### src/rtl/enc8b10b_pkg.sv
// rtl/enc8b10b_pkg.sv - 8b/10b code tables, valid-K list and running-disparity constants
package enc8b10b_pkg;

    localparam logic RD_NEG = 1'b0;
    localparam logic RD_POS = 1'b1;

    // abcdei sub-blocks as emitted from RD-, indexed by EDCBA
    localparam logic [5:0] ENC6_NEG [0:31] = '{
        6'b100111, 6'b011101, 6'b101101, 6'b110001,
        6'b110101, 6'b101001, 6'b011001, 6'b111000,
        6'b111001, 6'b100101, 6'b010101, 6'b110100,
        6'b001101, 6'b101100, 6'b011100, 6'b010111,
        6'b011011, 6'b100011, 6'b010011, 6'b110010,
        6'b001011, 6'b101010, 6'b011010, 6'b111010,
        6'b110011, 6'b100110, 6'b010110, 6'b110110,
        6'b001110, 6'b101110, 6'b011110, 6'b101011
    };

    localparam logic [5:0] K28_6B_NEG = 6'b001111;
    // D7 is neutral yet still has distinct RD-/RD+ forms
    localparam logic [5:0] D7_6B_NEG  = 6'b111000;

    // fghj sub-blocks for RD- after the 6b sub-block, indexed by HGF
    localparam logic [3:0] ENC4_NEG [0:7] = '{
        4'b1011, 4'b1001, 4'b0101, 4'b1100,
        4'b1101, 4'b1010, 4'b0110, 4'b1110
    };
    localparam logic [3:0] K4_NEG [0:7] = '{
        4'b1011, 4'b0110, 4'b1010, 4'b1100,
        4'b1101, 4'b0101, 4'b1001, 4'b0111
    };
    localparam logic [3:0] A7_NEG = 4'b0111;

    localparam int NUM_VALID_K = 12;
    localparam logic [7:0] VALID_K [0:NUM_VALID_K-1] = '{
        8'h1C, 8'h3C, 8'h5C, 8'h7C, 8'h9C, 8'hBC, 8'hDC, 8'hFC,
        8'hF7, 8'hFB, 8'hFD, 8'hFE
    };

    function automatic logic is_valid_k(input logic [7:0] b);
        logic hit;
        hit = 1'b0;
        for (int i = 0; i < NUM_VALID_K; i++) begin
            if (b == VALID_K[i]) hit = 1'b1;
        end
        return hit;
    endfunction

endpackage

### src/rtl/enc8b10b_lane.sv
// rtl/enc8b10b_lane.sv - combinational single-lane 8b/10b encoder with running-disparity update
module enc8b10b_lane
    import enc8b10b_pkg::*;
(
    input  logic [7:0] din,
    input  logic       kin,
    input  logic       force_neg,
    input  logic       rd_in,
    output logic [9:0] code,
    output logic       rd_out,
    output logic       kerr
);

    logic       rd_start;
    logic       rd_mid;
    logic       kvalid;
    logic       ksel;
    logic       unbal6;
    logic       unbal4;
    logic       flip4;
    logic [5:0] c6n;
    logic [5:0] c6;
    logic [3:0] c4n;
    logic [3:0] c4;

    always_comb begin
        rd_start = force_neg ? RD_NEG : rd_in;
        kvalid   = is_valid_k(din);
        ksel     = kin && kvalid;
        kerr     = kin && !kvalid;

        c6n    = (ksel && din[4:0] == 5'd28) ? K28_6B_NEG : ENC6_NEG[din[4:0]];
        unbal6 = ($countones(c6n) != 3);
        c6     = (rd_start == RD_POS && (unbal6 || c6n == D7_6B_NEG)) ? ~c6n : c6n;
        rd_mid = unbal6 ? ~rd_start : rd_start;

        // K codes and A7 invert in full at RD+; plain data only inverts unbalanced codes and x.3
        flip4 = (rd_mid == RD_POS);
        if (ksel) begin
            c4n = K4_NEG[din[7:5]];
        end else if (din[7:5] == 3'd7 &&
                     ((rd_mid == RD_NEG && c6[1:0] == 2'b11) ||
                      (rd_mid == RD_POS && c6[1:0] == 2'b00))) begin
            c4n = A7_NEG;
        end else begin
            c4n   = ENC4_NEG[din[7:5]];
            flip4 = (rd_mid == RD_POS) && (($countones(c4n) != 2) || din[7:5] == 3'd3);
        end
        unbal4 = ($countones(c4n) != 2);
        c4     = flip4 ? ~c4n : c4n;

        rd_out = unbal4 ? ~rd_mid : rd_mid;
        code   = {c6, c4};
    end

endmodule

### src/rtl/enc8b10b_multilane.sv
// rtl/enc8b10b_multilane.sv - two-stage ready/valid multi-lane 8b/10b encoder; ENC8B10B_KCHECK_EN adds oKErr
module enc8b10b_multilane
    import enc8b10b_pkg::*;
#(
    parameter int LANES = 2
) (
    input  logic                  INTERCLK,
    input  logic                  Reset,
    input  logic                  iValid,
    output logic                  iReady,
    input  logic [8*LANES-1:0]    iData,
    input  logic [LANES-1:0]      TXDATAK,
    input  logic                  TXCOMP,
    output logic                  oValid,
    input  logic                  oReady,
    output logic [10*LANES-1:0]   oData,
    output logic [LANES-1:0]      oKErr
);

    logic                  ready_en;
    logic                  s1_valid;
    logic [8*LANES-1:0]    s1_data;
    logic [LANES-1:0]      s1_k;
    logic                  s1_comp;
    logic [LANES-1:0]      rd;
    logic [LANES-1:0]      rd_next;
    logic [LANES-1:0]      lane_kerr;
    logic [10*LANES-1:0]   enc_data;
    logic                  s1_adv;
    logic                  accept;

    assign s1_adv = s1_valid && (!oValid || oReady);
    // ready_en keeps iReady low during reset and for the first cycle after release
    assign iReady = ready_en && (!s1_valid || !oValid || oReady);
    assign accept = iValid && iReady;

    for (genvar g = 0; g < LANES; g++) begin : g_lane
        enc8b10b_lane u_lane (
            .din       (s1_data[8*g +: 8]),
            .kin       (s1_k[g]),
            .force_neg (s1_comp),
            .rd_in     (rd[g]),
            .code      (enc_data[10*g +: 10]),
            .rd_out    (rd_next[g]),
            .kerr      (lane_kerr[g])
        );
    end

    always_ff @(posedge INTERCLK or negedge Reset) begin
        if (!Reset) begin
            ready_en <= 1'b0;
            s1_valid <= 1'b0;
            s1_data  <= '0;
            s1_k     <= '0;
            s1_comp  <= 1'b0;
            oValid   <= 1'b0;
            oData    <= '0;
            rd       <= {LANES{RD_NEG}};
        end else begin
            ready_en <= 1'b1;
            if (accept) begin
                s1_valid <= 1'b1;
                s1_data  <= iData;
                s1_k     <= TXDATAK;
                s1_comp  <= TXCOMP;
            end else if (s1_adv) begin
                s1_valid <= 1'b0;
            end
            if (s1_adv) begin
                oValid <= 1'b1;
                oData  <= enc_data;
                rd     <= rd_next;
            end else if (oReady) begin
                oValid <= 1'b0;
            end
        end
    end

`ifdef ENC8B10B_KCHECK_EN
    always_ff @(posedge INTERCLK or negedge Reset) begin
        if (!Reset) begin
            oKErr <= '0;
        end else if (s1_adv) begin
            oKErr <= lane_kerr;
        end
    end
`else
    logic unused_kerr;
    assign unused_kerr = ^lane_kerr;
    assign oKErr       = '0;
`endif

endmodule

### config.mk
export PLATFORM = sky130hd
export DESIGN_NAME = enc8b10b_multilane
export DESIGN_NICKNAME = d
export VERILOG_FILES = /design/src/rtl/enc8b10b_pkg.sv /design/src/rtl/enc8b10b_lane.sv /design/src/rtl/enc8b10b_multilane.sv
export SDC_FILE = /design/constraint.sdc
export NUM_CORES = 1
export LEC_CHECK = 0
export ABC_AREA = 1
export BUFFER_PORTS_ARGS = -buffer_cell sky130_fd_sc_hd__buf_2
export CORE_UTILIZATION = 60
export DETAILED_ROUTE_END_ITERATION = 7
export GPL_ROUTABILITY_DRIVEN = 0
export PLACE_DENSITY_LB_ADDON = 0.1
export SETUP_SLACK_MARGIN = 0.1
export SLEW_MARGIN = 20
export SYNTH_ARGS = -nofsm -noshare
export SYNTH_HDL_FRONTEND = slang
export SYNTH_HIERARCHICAL = 1
export SYNTH_SLANG_ARGS = --single-unit
### constraint.sdc
create_clock -name INTERCLK -period 7.9 [get_ports INTERCLK]
set_input_delay 1.975 -clock INTERCLK [delete_from_list [all_inputs] [get_ports INTERCLK]]
set_output_delay 1.975 -clock INTERCLK [all_outputs]
set_load 0.01 [all_outputs]
==> flow_metrics.tcl, run 1 <==
set metrics [dict create \
    outcome "finished clean" \
    drv_slew 0 \
    cts_tree "yes" \
    critical_path_arrival_ns 6.48 \
    hp-class "flop to flop" \
    leakage_nw 2.49 \
    highest_layer "met4" \
    ctsLongestPathBuffers 2 \
    dieArea_um2 7240 \
    start_kind "flop" \
    dr_total_vias 3515 \
    fin_setup_tns_ns 0 \
    setup_viol 0 \
    rr_startpoint "s1_data[8]" \
    relSlewSlack 0.497 \
    vias_per_cell 5.16 \
    holdWs_ns 0.469 \
    fin_nets 665 \
    cts_hold_buf 0 \
    rows 29 \
    post_cts_resized 0 \
    ant_nets 0 \
    drtIter0Drc 140 \
    firstDrtPassIters 4 \
    initial_utilization 0.638 \
    worst_pin_slew_ns 0.752 \
    crit_family "adder cells" \
    antenna_found_initial 0 \
    final_common_cell "nand2_1" \
    io_buffer_count 44 \
    timing.final.crit_share 0.790 \
    critical_path.max_fanout 10 \
    met1_length_um 3960 \
    die_h_um 85.1 \
    r2r_end "rd[1]" \
    design_power_total_mw 1.31 \
    met2_length_um 3530 \
    critPathRequiredTime_ns 8.14 \
    drv_cap 0 \
    diodes 0 \
    drc 0 \
    clkTransAtPathRegs_ns 0.09 \
    post_cts_buffers 0 \
    critical_path.max_stage_delay_ns 0.54 \
    route.met3.wl_um 398 \
    timing.critical_path.to "rd[1]" \
    cts_buffers 5 \
    dp_hpwl_um 6210 \
    reg2regPathDepth 31 \
    grt_pass1_vias 3195 \
    layout_common_cells "nand2_1, nand3_1, inv_1" \
    critPathSlowestCell "fa_1" \
    r2r_slack_ns 1.66 \
    wire_per_inst_um 11.7 \
    critical_path_class "flop to flop" \
    drive_gt1_frac 0.195 \
    crit_buf_inv 7 \
    ioPinCount 47 \
    post-place-ws_ns 1.63 \
    netlist_area_um2 4140 \
    yosysWarnings 6 \
    fmax_mhz 160 \
    grt_overflow 0 \
    core-area_um2 6490 \
    crit_top_cell "nand2_1" \
    avgSynthCellArea_um2 7.24 \
    final.min_clock_period_ns 6.24 \
    setup_ws_ns 1.66 \
    ir_drop_v 0.000117 \
    crit_start "s1_data[8]" \
    powerDensity_nw_per_um2 296 \
    syn_inst 572 \
    grtUsageTotal 0.238 \
    routed_wl_um 7940 \
    clock_tree.root_cell "clkbuf_8" \
    syn_to_final_growth_pct 7.19 \
    endpoint_kind "flop" \
    final_util 0.684 \
    fillCellCount 558 \
    grt_pass1_wl_um 14100 \
    grt_setup_unrepaired "false" \
    htreeDepth 2 \
    hold_viol_final 0 \
    clk_latency_ns 0.30 \
    dieWidth_um 85.1 \
    fin_worst_skew_ns 0.0120 \
    grt_max_degree 45 \
    cp.depth 31 \
    cts.sinks 44 \
]
[stage by stage]
stage	cell area (µm²)	std cells
after floorplan	4150	573
after global placement	4320	672
after detailed placement	4320	672
after CTS	4410	680
after global routing	4440	681
final	4440	681
[worst min path at each step]
stage	from	to	slack (ns)	cells past startpoint
after global routing	oData[19]	oData[19]	0.50	2
after detailed placement	oData[10]	oData[10]	0.45	2
after global placement	oData[16]	oData[16]	0.45	2
after CTS	oData[10]	oData[10]	0.47	2
final	oData[3]	oData[3]	0.47	2
after floorplan	rd[0]	rd[0]	0.44	2
[power by group]
part / switching, mW / internal (mW)
combinational: 0.499 / 0.314
clock: 0.0765 / 0.0698
sequential: 0.0618 / 0.293
total: 0.637 / 0.677
[cell type report]
type / count / area [µm²] / area share
flip-flops and latches: 44 / 1100 / 0.248
repair buffers: 45 / 248 / 0.0558
well taps: 77 / 96.3 / 0.0217
multi-input cells: 442 / 2650 / 0.598
clock inverters: 2 / 10.0 / 0.00225
clock buffers: 6 / 82.6 / 0.0186
inverters: 65 / 249 / 0.0561
[worst reg2reg max path, delay by kind of cell (launching register included)]
family | cells | cell delay [ns]
simple gates | 12 | 1.56
flops | 1 | 0.43
buf+inv | 7 | 0.52
compound gates | 3 | 0.56
fa+ha+maj | 8 | 2.93
xor+xnor | 1 | 0.17
[metal layers]
layer | GRT usage | up-vias
li1 | - | 1876
met1 | 0.335 | 1535
met2 | 0.394 | 98
met3 | 0.0389 | 6
met4 | 0.0370 | 0
met5 | 0 | -
[state kept, by name, indices dropped and copies added (netlist names)]
register and cells:
oData 20, s1_data 16, rd 2, s1_k 2, oValid 1, ready_en 1
s1_comp 1, s1_valid 1
No activity file was read; power rests on OpenSTA's default activity.
==> run 2: changes to the inputs <==
- clock period: 7.9 -> 5.8 ns (I/O delays scaled with it)
==> run 2 against run 1 <==
Compared with the run above: critical path depth is the same; global-route usage grew 0.40 points; clock skew shrank 0.0067 ns; cell count grew 6.0%; sequential power grew 34%; total power grew 61%; via count grew 8.4%; hold slack is essentially flat; design area grew 11%; highest routed layer unchanged; critical path type unchanged.
==> flow_metrics.tcl, run 2 (synthesized netlist as in run 1, its figures left out) <==
set metrics [dict create \
    outcome "finished clean" \
    layout_common_cells "nand2_1, nand3_1, buf_2" \
    relSlewSlack 0.346 \
    clkTransAtPathRegs_ns 0.08 \
    critical_path_arrival_ns 5.91 \
    final_common_cell "nand2_1" \
    routed_wl_um 8990 \
    endpoint_kind "flop" \
    core-area_um2 6490 \
    cts_buffers 5 \
    dieWidth_um 85.1 \
    critPathSlowestCell "fa_1" \
    fin_area_um2 4920 \
    critical_path.max_stage_delay_ns 0.54 \
    ant_nets 0 \
    drv_cap 0 \
    ioPinCount 47 \
    dieArea_um2 7240 \
    htreeDepth 2 \
    dp.cells 688 \
    dp_hpwl_um 6410 \
    grt_pass1_vias 3421 \
    cts_hold_buf 0 \
    start_kind "flop" \
    final.min_clock_period_ns 5.69 \
    setup_viol 0 \
    ir_drop_v 0.000191 \
    drc 0 \
    drive_gt1_frac 0.313 \
    cts_tree "yes" \
    clk_latency_ns 0.28 \
    diodes 0 \
    critical_path.max_fanout 5 \
    drv_slew 0 \
    dpl_cell_area_um2 4450 \
    worst_pin_slew_ns 0.980 \
    powerDensity_nw_per_um2 430 \
    hp-class "flop to flop" \
    grt_max_degree 45 \
    initial_utilization 0.638 \
    dr_total_vias 3809 \
    wire_per_inst_um 12.5 \
    cts.sinks 44 \
    rows 29 \
    critical_path_class "flop to flop" \
    fillCellCount 502 \
    io_buffer_count 44 \
    syn_to_final_growth_pct 18.7 \
    vias_per_cell 5.28 \
    fin_nets 706 \
    instances_no_fill 722 \
    timing.final.crit_share 0.981 \
    reg_top3 "oData (20), s1_data (16)" \
    grt_overflow 0 \
    grt_setup_unrepaired "true" \
    leakage_nw 2.69 \
    final_util 0.757 \
    grtUsageTotal 0.242 \
    fmax_mhz 176 \
    critPathRequiredTime_ns 6.02 \
    die_h_um 85.1 \
    antenna_found_initial 0 \
    hold_viol_final 0 \
    fin_worst_skew_ns 0.00527 \
    grt_pass1_wl_um 14600 \
    drtIter0Drc 160 \
    largest_register_ffs 20 \
    ctsLongestPathBuffers 2 \
    holdWs_ns 0.469 \
    clock_tree.root_cell "clkbuf_8" \
    regMostFlops "oData" \
    firstDrtPassIters 4 \
]
==> run 2: where the power goes <==
part | total, mW | internal (mW) | switching (mW)
Sequential | 0.477 | 0.400 | 0.0772
Combinational | 1.44 | 0.620 | 0.825
Clock | 0.192 | 0.0972 | 0.0953
Total | 2.11 | 1.12 | 0.998
==> run 2: final timing paths <==
path	from	to	slack [ns]	cells past startpoint
worst max-delay path	s1_data[8]	rd[1]	0.11	31
worst min-delay path	oData[14]	oData[14]	0.47	2
worst max register to register	s1_data[8]	rd[1]	0.11	31
worst min register to register	oData[14]	oData[14]	0.47	2
max in group asynchronous	Reset	s1_data[2]	3.80	1
min in group asynchronous	Reset	oData[16]	1.33	1
==> run 2: per-layer routing <==
layer  up-vias  GRT usage  wire (µm)
met5         -          0          0
li1       1959          -          -
met4         0     0.0370        136
met1      1739      0.344       4370
met2        99      0.405       4130
met3        12     0.0272        356
==> run 2: timing repair <==
item,4_1_cts,5_1_grt
setup buffers,1,25
pin swaps,1,29
endpoints found under the hold margin,0,0
setup endpoints to repair,2,2
gates resized for setup,6,52
gates cloned,0,0
==> run 2: critical path: cells and delay by family (launching register included) <==
family | cells | cell delay [ns]
buf+inv | 8 | 0.69
fa+ha+maj | 8 | 2.78
compound gates | 2 | 0.38
flops | 1 | 0.39
xor+xnor | 1 | 0.16
simple gates | 12 | 1.22
==> run 2: layout make-up <==
cell class | instances | area (µm²) | area share
inverters | 65 | 251 | 0.0511
clock buffers | 8 | 90.1 | 0.0183
well taps | 77 | 96.3 | 0.0196
flip-flops and latches | 44 | 1100 | 0.225
multi-input cells | 442 | 2830 | 0.576
repair buffers | 86 | 544 | 0.111
==> run 2: through the flow <==
step | total power, mW | setup TNS [ns] | worst slack, ns
CTS | 1.89 | 0 | 0.0769
floorplan | 1.38 | 0 | 0.139
finish | 2.11 | 0 | 0.111
detailed placement | 1.68 | -0.0372 | -0.0372
global placement | 1.62 | 0 | 0.157
global route | 2.31 | -0.132 | -0.132
==> run 3: changes to the inputs <==
- ABC_AREA: 1 -> unset
- CELL_PAD_IN_SITES_DETAIL_PLACEMENT: unset -> 0
- CELL_PAD_IN_SITES_GLOBAL_PLACEMENT: unset -> 1
- CORE_UTILIZATION: 60 -> 46
- RECOVER_POWER: unset -> 100
==> run 3 against run 2 <==
Compared with the run above: the run now ends with max-capacitance violations, max-slew violations, negative setup slack left; die area is 36% higher; sequential share of layout area is 0.38 points lower; clock skew rose by 0.0031 ns; largest cell class unchanged.
==> flow_metrics.tcl, run 3 <==
set metrics [dict create \
    outcome "complete, but fails checks" \
    violations "max-capacitance violations, max-slew violations, negative setup slack" \
    final.min_clock_period_ns 5.82 \
    fin_nets 598 \
    reg2regPathDepth 26 \
    regArea_um2 1110 \
    final_util 0.545 \
    r2r_end "rd[1]" \
    critical_path.max_stage_delay_ns 0.55 \
    dr_total_vias 3661 \
    vias_per_cell 5.66 \
    diodes 0 \
    dieArea_um2 9810 \
    routed_wl_um 10300 \
    worst_pin_slew_ns 2.45 \
    wire_per_inst_um 15.9 \
    clock_tree.root_cell "clkbuf_8" \
    multi_input_area_um2 3020 \
    powerDensity_nw_per_um2 482 \
    netlist_area_um2 4330 \
    grt_pass1_vias 3517 \
    ir_drop_v 0.000170 \
    grt_max_degree 45 \
    hold_viol_final 0 \
    fillCellCount 864 \
    largest_register_ffs 20 \
    fin_area_um2 5010 \
    leakage_nw 2.16 \
    initial_utilization 0.471 \
    rr_startpoint "s1_data[8]" \
    fmax_mhz 172 \
    grt_pass1_wl_um 17000 \
    timing.final.crit_share 1.00 \
    grt_overflow 0 \
    drtIter0Drc 101 \
    setup_viol 1 \
    clk_latency_ns 0.30 \
    ioPinCount 47 \
    relSlewSlack -0.633 \
    avgSynthCellArea_um2 9.22 \
    layout_common_cells "buf_4, dfrtp_1, mux2_2" \
    timing.critical_path.to "rd[1]" \
    drv_slew 65 \
    antenna_found_initial 0 \
    drv_cap 2 \
    rows 35 \
    regMostFlops "oData" \
    drive_gt1_frac 0.304 \
    clkTransAtPathRegs_ns 0.09 \
    die_h_um 99.1 \
    start_kind "flop" \
    drc 0 \
    design_power_total_mw 2.41 \
    post-place-ws_ns -0.118 \
    holdWs_ns 0.488 \
    crit_start "s1_data[8]" \
    grtUsageTotal 0.215 \
    yosysWarnings 6 \
    cts_tree "yes" \
    critPathSlowestCell "fa_1" \
    endpoint_kind "flop" \
    critPathRequiredTime_ns 5.99 \
    critical_path.max_fanout 8 \
    htreeDepth 2 \
    grt_setup_unrepaired "true" \
    hp-class "flop to flop" \
    cts_buffers 5 \
    cts.sinks 44 \
    fin_worst_skew_ns 0.00842 \
    dpl_cell_area_um2 4800 \
    ant_nets 0 \
    syn_inst 470 \
    syn_to_final_growth_pct 15.7 \
    firstDrtPassIters 4 \
    final_common_cell "buf_4" \
    critical_path_class "flop to flop" \
    io_buffer_count 44 \
    reg_top3 "oData (20), s1_data (16)" \
    r2r_slack_ns -0.02 \
    core-area_um2 9200 \
    ctsLongestPathBuffers 2 \
    dieWidth_um 99.1 \
    dp_hpwl_um 7650 \
    critical_path_arrival_ns 6.01 \
    setup_ws_ns -0.0191 \
]
## run 3: power breakdown
group	switching (mW)	internal [mW]
sequential	0.0850	0.412
combinational	0.913	0.812
clock	0.110	0.0819
## run 3: how the worst min path moves through the flow
stage	depth (start not counted)	to	startpoint	slack [ns]
after floorplan	1	rd[1]	rd[1]	0.47
after global placement	1	oData[5]	oData[5]	0.48
after detailed placement	1	oData[8]	oData[8]	0.49
after CTS	1	oData[8]	oData[8]	0.51
after global routing	1	oData[8]	oData[8]	0.52
final	2	s1_valid	ready_en	0.49
## run 3: layout make-up
class,instances,area share
sequential,44,0.221
timing repair buffer,87,0.103
inverter,36,0.0307
tap,111,0.0277
clock inverter,2,0.00250
multi-input combinational,362,0.602
clock buffer,5,0.0137
## run 3: timing repair
| item | in CTS | in global routing |
|---|---|---|
| setup buffers | 4 | 5 |
| pin swaps | 2 | 9 |
| setup endpoints to repair | 2 | 2 |
| gates resized for setup | 11 | 21 |
| hold buffers | 0 | 0 |
## run 3: worst max-delay path: cells and delay by family (launching register included)
kind                       cells  cell delay (ns)
muxes                          1             0.26
DFF                            1             0.46
AOI/OAI and AO/OA              3             0.46
buffers and inverters          5             0.32
and+or+nand+nor                8             1.34
xor gates and xnor gates       1             0.14
adders and majority gates      8             2.75
## run 3: metrics by stage
stage,instances,TNS (ns)
finish,647,-0.0191
global route,647,-0.283
CTS,642,-0.00773
detailed placement,631,-0.118
global placement,631,0
floorplan,471,0
## run 3: layer usage
metal	global-route usage	wire (µm)	part of all wire
met1	0.288	4780	0.47
met2	0.371	5020	0.49
met3	0.0170	284	0.028
met4	0.0667	173	0.017
met5	0	0	0
